### src/rtl/mac_pkg.sv
// Shared MAC datapath constants and word types.
// Latency: n/a (types and constants only).
// Backpressure: n/a.
package mac_pkg;

  localparam int ACC_W    = 20;  // accumulator: 2 guard + 16 product + 2 fraction bits
  localparam int ACC_FRAC = 2;   // fraction LSBs dropped when narrowing
  localparam int RES_W    = 8;   // narrowed result width

  localparam int RES_MAX  = (2 ** (RES_W - 1)) - 1;  // 127
  localparam int RES_MIN  = -(2 ** (RES_W - 1));     // -128

  typedef logic signed [ACC_W-1:0] acc_t;
  typedef logic signed [RES_W-1:0] res_t;

endpackage

### src/rtl/sat_round.sv
// Combinational round-half-up of a signed word, plus signed clip of a rounded word.
// Latency: 0 cycles (pure combinational).
// Backpressure: none; the caller registers the results.
// Ports: din   - signed word to round (IN_W bits)
//        rnd   - din rounded half toward +inf with FRAC LSBs dropped (IN_W-FRAC+1 bits)
//        rin   - rounded word to clip (IN_W-FRAC+1 bits)
//        dout  - rin clipped to the signed OUT_W range
//        clip  - rin was outside the OUT_W range
module sat_round
  import mac_pkg::*;
#(
  parameter int IN_W  = ACC_W,
  parameter int FRAC  = ACC_FRAC,
  parameter int OUT_W = RES_W
) (
  input  logic [IN_W-1:0]      din,
  output logic [IN_W-FRAC:0]   rnd,
  input  logic [IN_W-FRAC:0]   rin,
  output logic [OUT_W-1:0]     dout,
  output logic                 clip
);

  localparam int RW = IN_W - FRAC + 1;
  localparam logic signed [IN_W:0] HALF = (IN_W + 1)'(1) << (FRAC - 1);

  // Adding half an LSB and flooring equals (din >>> FRAC) + din[FRAC-1].
  // One extra bit of headroom keeps the most positive input from wrapping.
  logic signed [IN_W:0] biased;
  assign biased = $signed({din[IN_W-1], din}) + HALF;
  assign rnd    = RW'(biased >>> FRAC);

  // Value fits in OUT_W bits only if every bit above the OUT_W sign bit
  // matches the word's own sign.
  logic clip_hi;
  logic clip_lo;
  assign clip_hi = !rin[RW-1] &&  (|rin[RW-2:OUT_W-1]);
  assign clip_lo =  rin[RW-1] && !(&rin[RW-2:OUT_W-1]);

  always_comb begin
    dout = rin[OUT_W-1:0];
    if (clip_hi) begin
      dout = {1'b0, {(OUT_W-1){1'b1}}};
    end else if (clip_lo) begin
      dout = {1'b1, {(OUT_W-1){1'b0}}};
    end
  end

  assign clip = clip_hi | clip_lo;

endmodule

### src/rtl/acc_narrow_out.sv
// Narrows the signed accumulator to OUT_W bits (round half up, then saturate) with clip statistics.
// Latency: 2 cycles from input acceptance to out_valid; 1 sample/cycle; 2-sample capacity.
// Backpressure: in_ready = !s1_valid || !s2_valid || out_ready (combinational, no bubble).
// Ports: clk, rst (async active-low); in_valid/in_ready/in_data accumulator input;
//        out_valid/out_ready/out_data/out_sat narrowed result; clr_stats clears
//        sat_sticky/sat_count, which track accepted clipped results.
module acc_narrow_out
  import mac_pkg::*;
#(
  parameter int IN_W  = ACC_W,
  parameter int FRAC  = ACC_FRAC,
  parameter int OUT_W = RES_W,
  parameter int CNT_W = 8
) (
  input  logic             clk,
  input  logic             rst,
  input  logic             in_valid,
  output logic             in_ready,
  input  logic [IN_W-1:0]  in_data,
  output logic             out_valid,
  input  logic             out_ready,
  output logic [OUT_W-1:0] out_data,
  output logic             out_sat,
  input  logic             clr_stats,
  output logic             sat_sticky,
  output logic [CNT_W-1:0] sat_count
);

  localparam int RW = IN_W - FRAC + 1;

  logic          s1_valid;
  logic [RW-1:0] s1_r;
  logic          s2_valid;
  logic          s1_ready;
  logic          s2_ready;

  logic [RW-1:0]    rnd;
  logic [OUT_W-1:0] sat_d;
  logic             sat_c;
  logic             sat_ev;

  // Round on the input word, clip on the stage-1 register.
  sat_round #(
    .IN_W  (IN_W),
    .FRAC  (FRAC),
    .OUT_W (OUT_W)
  ) u_sat_round (
    .din  (in_data),
    .rnd  (rnd),
    .rin  (s1_r),
    .dout (sat_d),
    .clip (sat_c)
  );

  assign s2_ready  = !s2_valid || out_ready;
  assign s1_ready  = !s1_valid || s2_ready;
  assign in_ready  = s1_ready;
  assign out_valid = s2_valid;

  // A statistics event is a clipped result actually handed downstream.
  assign sat_ev = s2_valid && out_ready && out_sat;

  always_ff @(posedge clk or negedge rst) begin
    if (!rst) begin
      s1_valid <= 1'b0;
      s1_r     <= '0;
      s2_valid <= 1'b0;
      out_data <= '0;
      out_sat  <= 1'b0;
    end else begin
      if (s1_ready) begin
        s1_valid <= in_valid;
        if (in_valid) begin
          s1_r <= rnd;
        end
      end
      // Output registers only load on advance, so a stalled result holds steady.
      if (s2_ready) begin
        s2_valid <= s1_valid;
        if (s1_valid) begin
          out_data <= sat_d;
          out_sat  <= sat_c;
        end
      end
    end
  end

  always_ff @(posedge clk or negedge rst) begin
    if (!rst) begin
      sat_sticky <= 1'b0;
      sat_count  <= '0;
    end else if (clr_stats) begin
      // An event in the clearing cycle lands after the clear.
      sat_sticky <= sat_ev;
      sat_count  <= sat_ev ? CNT_W'(1) : '0;
    end else if (sat_ev) begin
      sat_sticky <= 1'b1;
      if (sat_count != '1) begin
        sat_count <= sat_count + CNT_W'(1);
      end
    end
  end

endmodule

### config.mk
export PLATFORM = sky130hd
export DESIGN_NAME = acc_narrow_out
export DESIGN_NICKNAME = d
export VERILOG_FILES = /design/src/rtl/mac_pkg.sv /design/src/rtl/sat_round.sv /design/src/rtl/acc_narrow_out.sv
export SDC_FILE = /design/constraint.sdc
export NUM_CORES = 1
export LEC_CHECK = 0
export BUFFER_PORTS_ARGS = -buffer_cell sky130_fd_sc_hd__buf_2
export CAP_MARGIN = 20
export CORE_ASPECT_RATIO = 0.5
export CORE_MARGIN = 5
export CORE_UTILIZATION = 53
export DETAILED_ROUTE_END_ITERATION = 6
export GPL_TIMING_DRIVEN = 0
export PLACE_DENSITY_LB_ADDON = 0.08
export SYNTH_ARGS = -nofsm -noshare
export SYNTH_HDL_FRONTEND = slang
export SYNTH_SLANG_ARGS = --single-unit
### constraint.sdc
create_clock -name clk -period 2.2 [get_ports clk]
set_input_delay 0 -clock clk [delete_from_list [all_inputs] [get_ports clk]]
set_output_delay 0 -clock clk [all_outputs]
set_load 0.005 [all_outputs]
==> run_results.csv <==
group,metric,value,unit
clocking,cts_sinks,39,
sta,setup_viol,0,
floorplan,dieArea,5190,µm²
detailed_routing,vias,1790,
worst_setup_path,crit_start,"sat_count[0]$_DFFE_PN0P_",
worst_setup_path,crit_family,"compound AO/OA/AOI/OAI gates",
logic_synthesis,synth_edf_count,0,
sta,fmax,0.536,GHz
worst_setup_path,path_buf_inv,0,
detailed_routing,avgViaCountPerCell,5.54,
job,cap_violations,0,
sta,slew_headroom,0.444,
worst_setup_path,worstReg2RegStart,"sat_count[0]$_DFFE_PN0P_",
global_route,grt_start_max_net_pins,40,
floorplan,die_y,53.5,µm
worst_setup_path,cp_cell_sequence,"ha_1 > nand4_1 > o21ai_0 > mux2i_1 > nor2_1",
worst_setup_path,critPathMaxStageDelay,0.52,ns
sta,hold_viol,0,
clocking,htreeDepth,2,
sta,slew_viol_final,0,
run_status,outcome,"complete, no violations",
clocking,root_buffer,"clkbuf_8",
floorplan,rows,15,
detailed_routing,ant_nets,0,
clocking,post_cts_buffers,0,
logic_synthesis,synth_top_area_frac,0.486,
power,clkPwrFrac,0.286,
power,p_per_area,695,nW/µm²
clocking,clock_latency,0.29,ns
power,vdd_drop_max,0.252,mV
placement,place.gp.congestion,0.890,
power,p_comb_frac,0.184,
logic_synthesis,synthCells,219,
detailed_routing,drc,0,
logic_synthesis,synth_fp_nets,246,
sta,worst_slew_pin_slew,0.827,ns
min_path,hold_end,"out_valid$_DFFE_PN0P_",
final_layout,diodes,0,
sta,post-route-min-period,1.87,ns
final_layout,nFillCells,309,
global_route,grt.overflow.total,0,
logic_synthesis,yosys.area.top_type,"dfrtp_1",
worst_setup_path,crit_type,"reg -> reg",
worst_setup_path,cp.arrival,2.03,ns
power,power_switching,0.479,mW
final_layout,utilization,0.679,
logic_synthesis,synthTopCellsByCount,"dfrtp_1 (39), nand2_1 (36), o21ai_0 (17), nor2_1 (16)",
global_route,grt_pass1_vias,1736,
min_path,min_path_cells,3,
worst_setup_path,critPathMaxFanout,6,
logic_synthesis,seq_area_frac_synth,0.486,
worst_setup_path,slowest_stage,"o21ai_0",
floorplan,io_pins,45,
logic_synthesis,yosys_warnings,0,
final_layout,layout-drive-gt1-share,0.199,
worst_setup_path,worstSetupStartpointType,"register",
power,seqPwrFrac,0.530,
sta,rsz0062_at_grt,"false",
worst_setup_path,end_kind,"register",
detailed_routing,first_pass_iters,4,
sta,fin_tns_setup,0,ns
power,cellInternalPower,1.19,mW
sta,finalCritPeriodShare,0.848,
worst_setup_path,r2r_setup_slack,0.33,ns
detailed_routing,wl,4520,µm
logic_synthesis,synthTopCellsByArea,"dfrtp_1 (49%), nand2_1 (6.7%), xor2_1 (4.4%), o21ai_0 (4.2%), nand4_1 (3.1%)",
logic_synthesis,synthFlopType,"dfrtp_1",
min_path,hp-class,"in -> reg",
worst_setup_path,r2r-end,"sat_count[1]$_DFFE_PN0P_",
clocking,cts_hold_buf,4,
logic_synthesis,yosysMostFrequentCell,"dfrtp_1",
clocking,cts-resized-gates,0,
logic_synthesis,async_reset_ff_frac,1.00,
logic_synthesis,synth_area,2010,µm²
power,p_sw_frac,0.286,
clocking,clockBufferDepth,2,
global_route,grtUsageTotal,0.193,
detailed_routing,routedWlPerCell,14.0,µm
logic_synthesis,synth.avg_cell_area,9.16,µm²
sta,finClkSkew,0.00682,ns
placement,post-dp-hpwl,3420,µm
worst_setup_path,cp.required,2.36,ns
clocking,cts_buffers,5,
final_layout,syn2layout_area_growth,20.0,%
logic_synthesis,synth-seq-cells,39,
floorplan,initial_core_util,0.566,
floorplan,core_area,3550,µm²
clocking,path_clk_slew,0.07,ns
placement,portBuffers,42,
worst_setup_path,rr_worst_depth,5,
logic_synthesis,ys_types,34,
clocking,cts_tree,"built",
final_layout,nets,299,
min_path,hold_start,"out_ready",
detailed_routing,drt_iter0_drc,49,
global_route,antenna_found_initial,0,
power,leakagePower,1.04,nW
global_route,grt_pass1_wl,7910,µm
floorplan,die_w,97.0,µm
==> per-stage QoR <==
stage	instance area, µm²	hold WS [ns]	instances	worst slack [ns]	power, mW
final	2410	0.0308	323	0.335	1.67
after global routing	2410	0.0528	323	0.245	1.78
after CTS	2410	0.0289	323	0.363	1.69
after detailed placement	2280	0.151	312	0.379	1.21
after global placement	2280	0.140	312	0.432	1.19
after floorplan	2010	-0.296	219	0.638	1.05
==> cell usage in the layout, fill, tap and decap left out, drive strengths merged, types with 4 or more instances in the layout <==
cell type	count
a21oi	10
and3	4
buf	42
clkbuf	14
dfrtp	39
dlygate4sd3	4
inv	5
nand2	36
nand3	11
nand4	10
nor2	16
nor3	4
nor4	6
o21ai	17
xnor2	7
xor2	10
==> power by group through the flow <==
stage               Sequential [mW]  Combinational (mW)  Clock, mW
finish                        0.887               0.308      0.478
global route                  0.901               0.358      0.523
CTS                           0.886               0.312      0.489
detailed placement            0.900               0.305          0
global placement              0.896               0.298          0
floorplan                     0.889               0.162          0
==> registers in the layout, indices dropped and copies added (netlist names) <==
signal and count:
sat_sticky 1, out_valid 1, s1_valid 1, out_sat 1, sat_count 8, out_data 8
s1_r 19
==> final cells by class <==
type	count	area, µm²	area share
buffer	8	30.0	0.0125
clock buffer	6	82.6	0.0343
clock inverter	1	5.00	0.00208
inverter	5	18.8	0.00779
multi-input combinational	167	982	0.408
sequential	39	976	0.405
tap	51	63.8	0.0265
timing repair buffer	46	250	0.104
==> tightest hold or removal path, stage by stage <==
cell      delay (ns)
buf_2           0.10
nand2b_1        0.12
nand2b_1        0.06
==> worst max-delay path by stage <==
stage / slack (ns) / to / cells after the start
finish: 0.33 / sat_count[1]$_DFFE_PN0P_ / 5
global placement: 0.43 / sat_count[1]$_DFFE_PN0P_ / 5
global route: 0.24 / sat_count[1]$_DFFE_PN0P_ / 5
floorplan: 0.64 / sat_count[1]$_DFFE_PN0P_ / 5
CTS: 0.36 / sat_count[1]$_DFFE_PN0P_ / 5
detailed placement: 0.38 / sat_count[1]$_DFFE_PN0P_ / 5
==> cell families (layout without fill, tap and decap cells) <==
family,after synthesis,after routing,synth area share
muxes,4,4,0.0206
xor gates and xnor gates,17,17,0.0742
AOI/OAI and AO/OA,40,40,0.116
DFF,39,39,0.486
buffers and inverters,13,66,0.0243
adders and majority gates,2,2,0.0125
and+or+nand+nor,104,104,0.266
==> routing by layer <==
metal / vias up / wire [µm] / global-route usage
li1: 896 / - / -
met1: 824 / 2320 / 0.262
met2: 66 / 1850 / 0.291
met3: 4 / 304 / 0.0513
met4: 0 / 36 / 0.0932
met5: - / 0 / 0
Power figures use the tool's default switching activity.
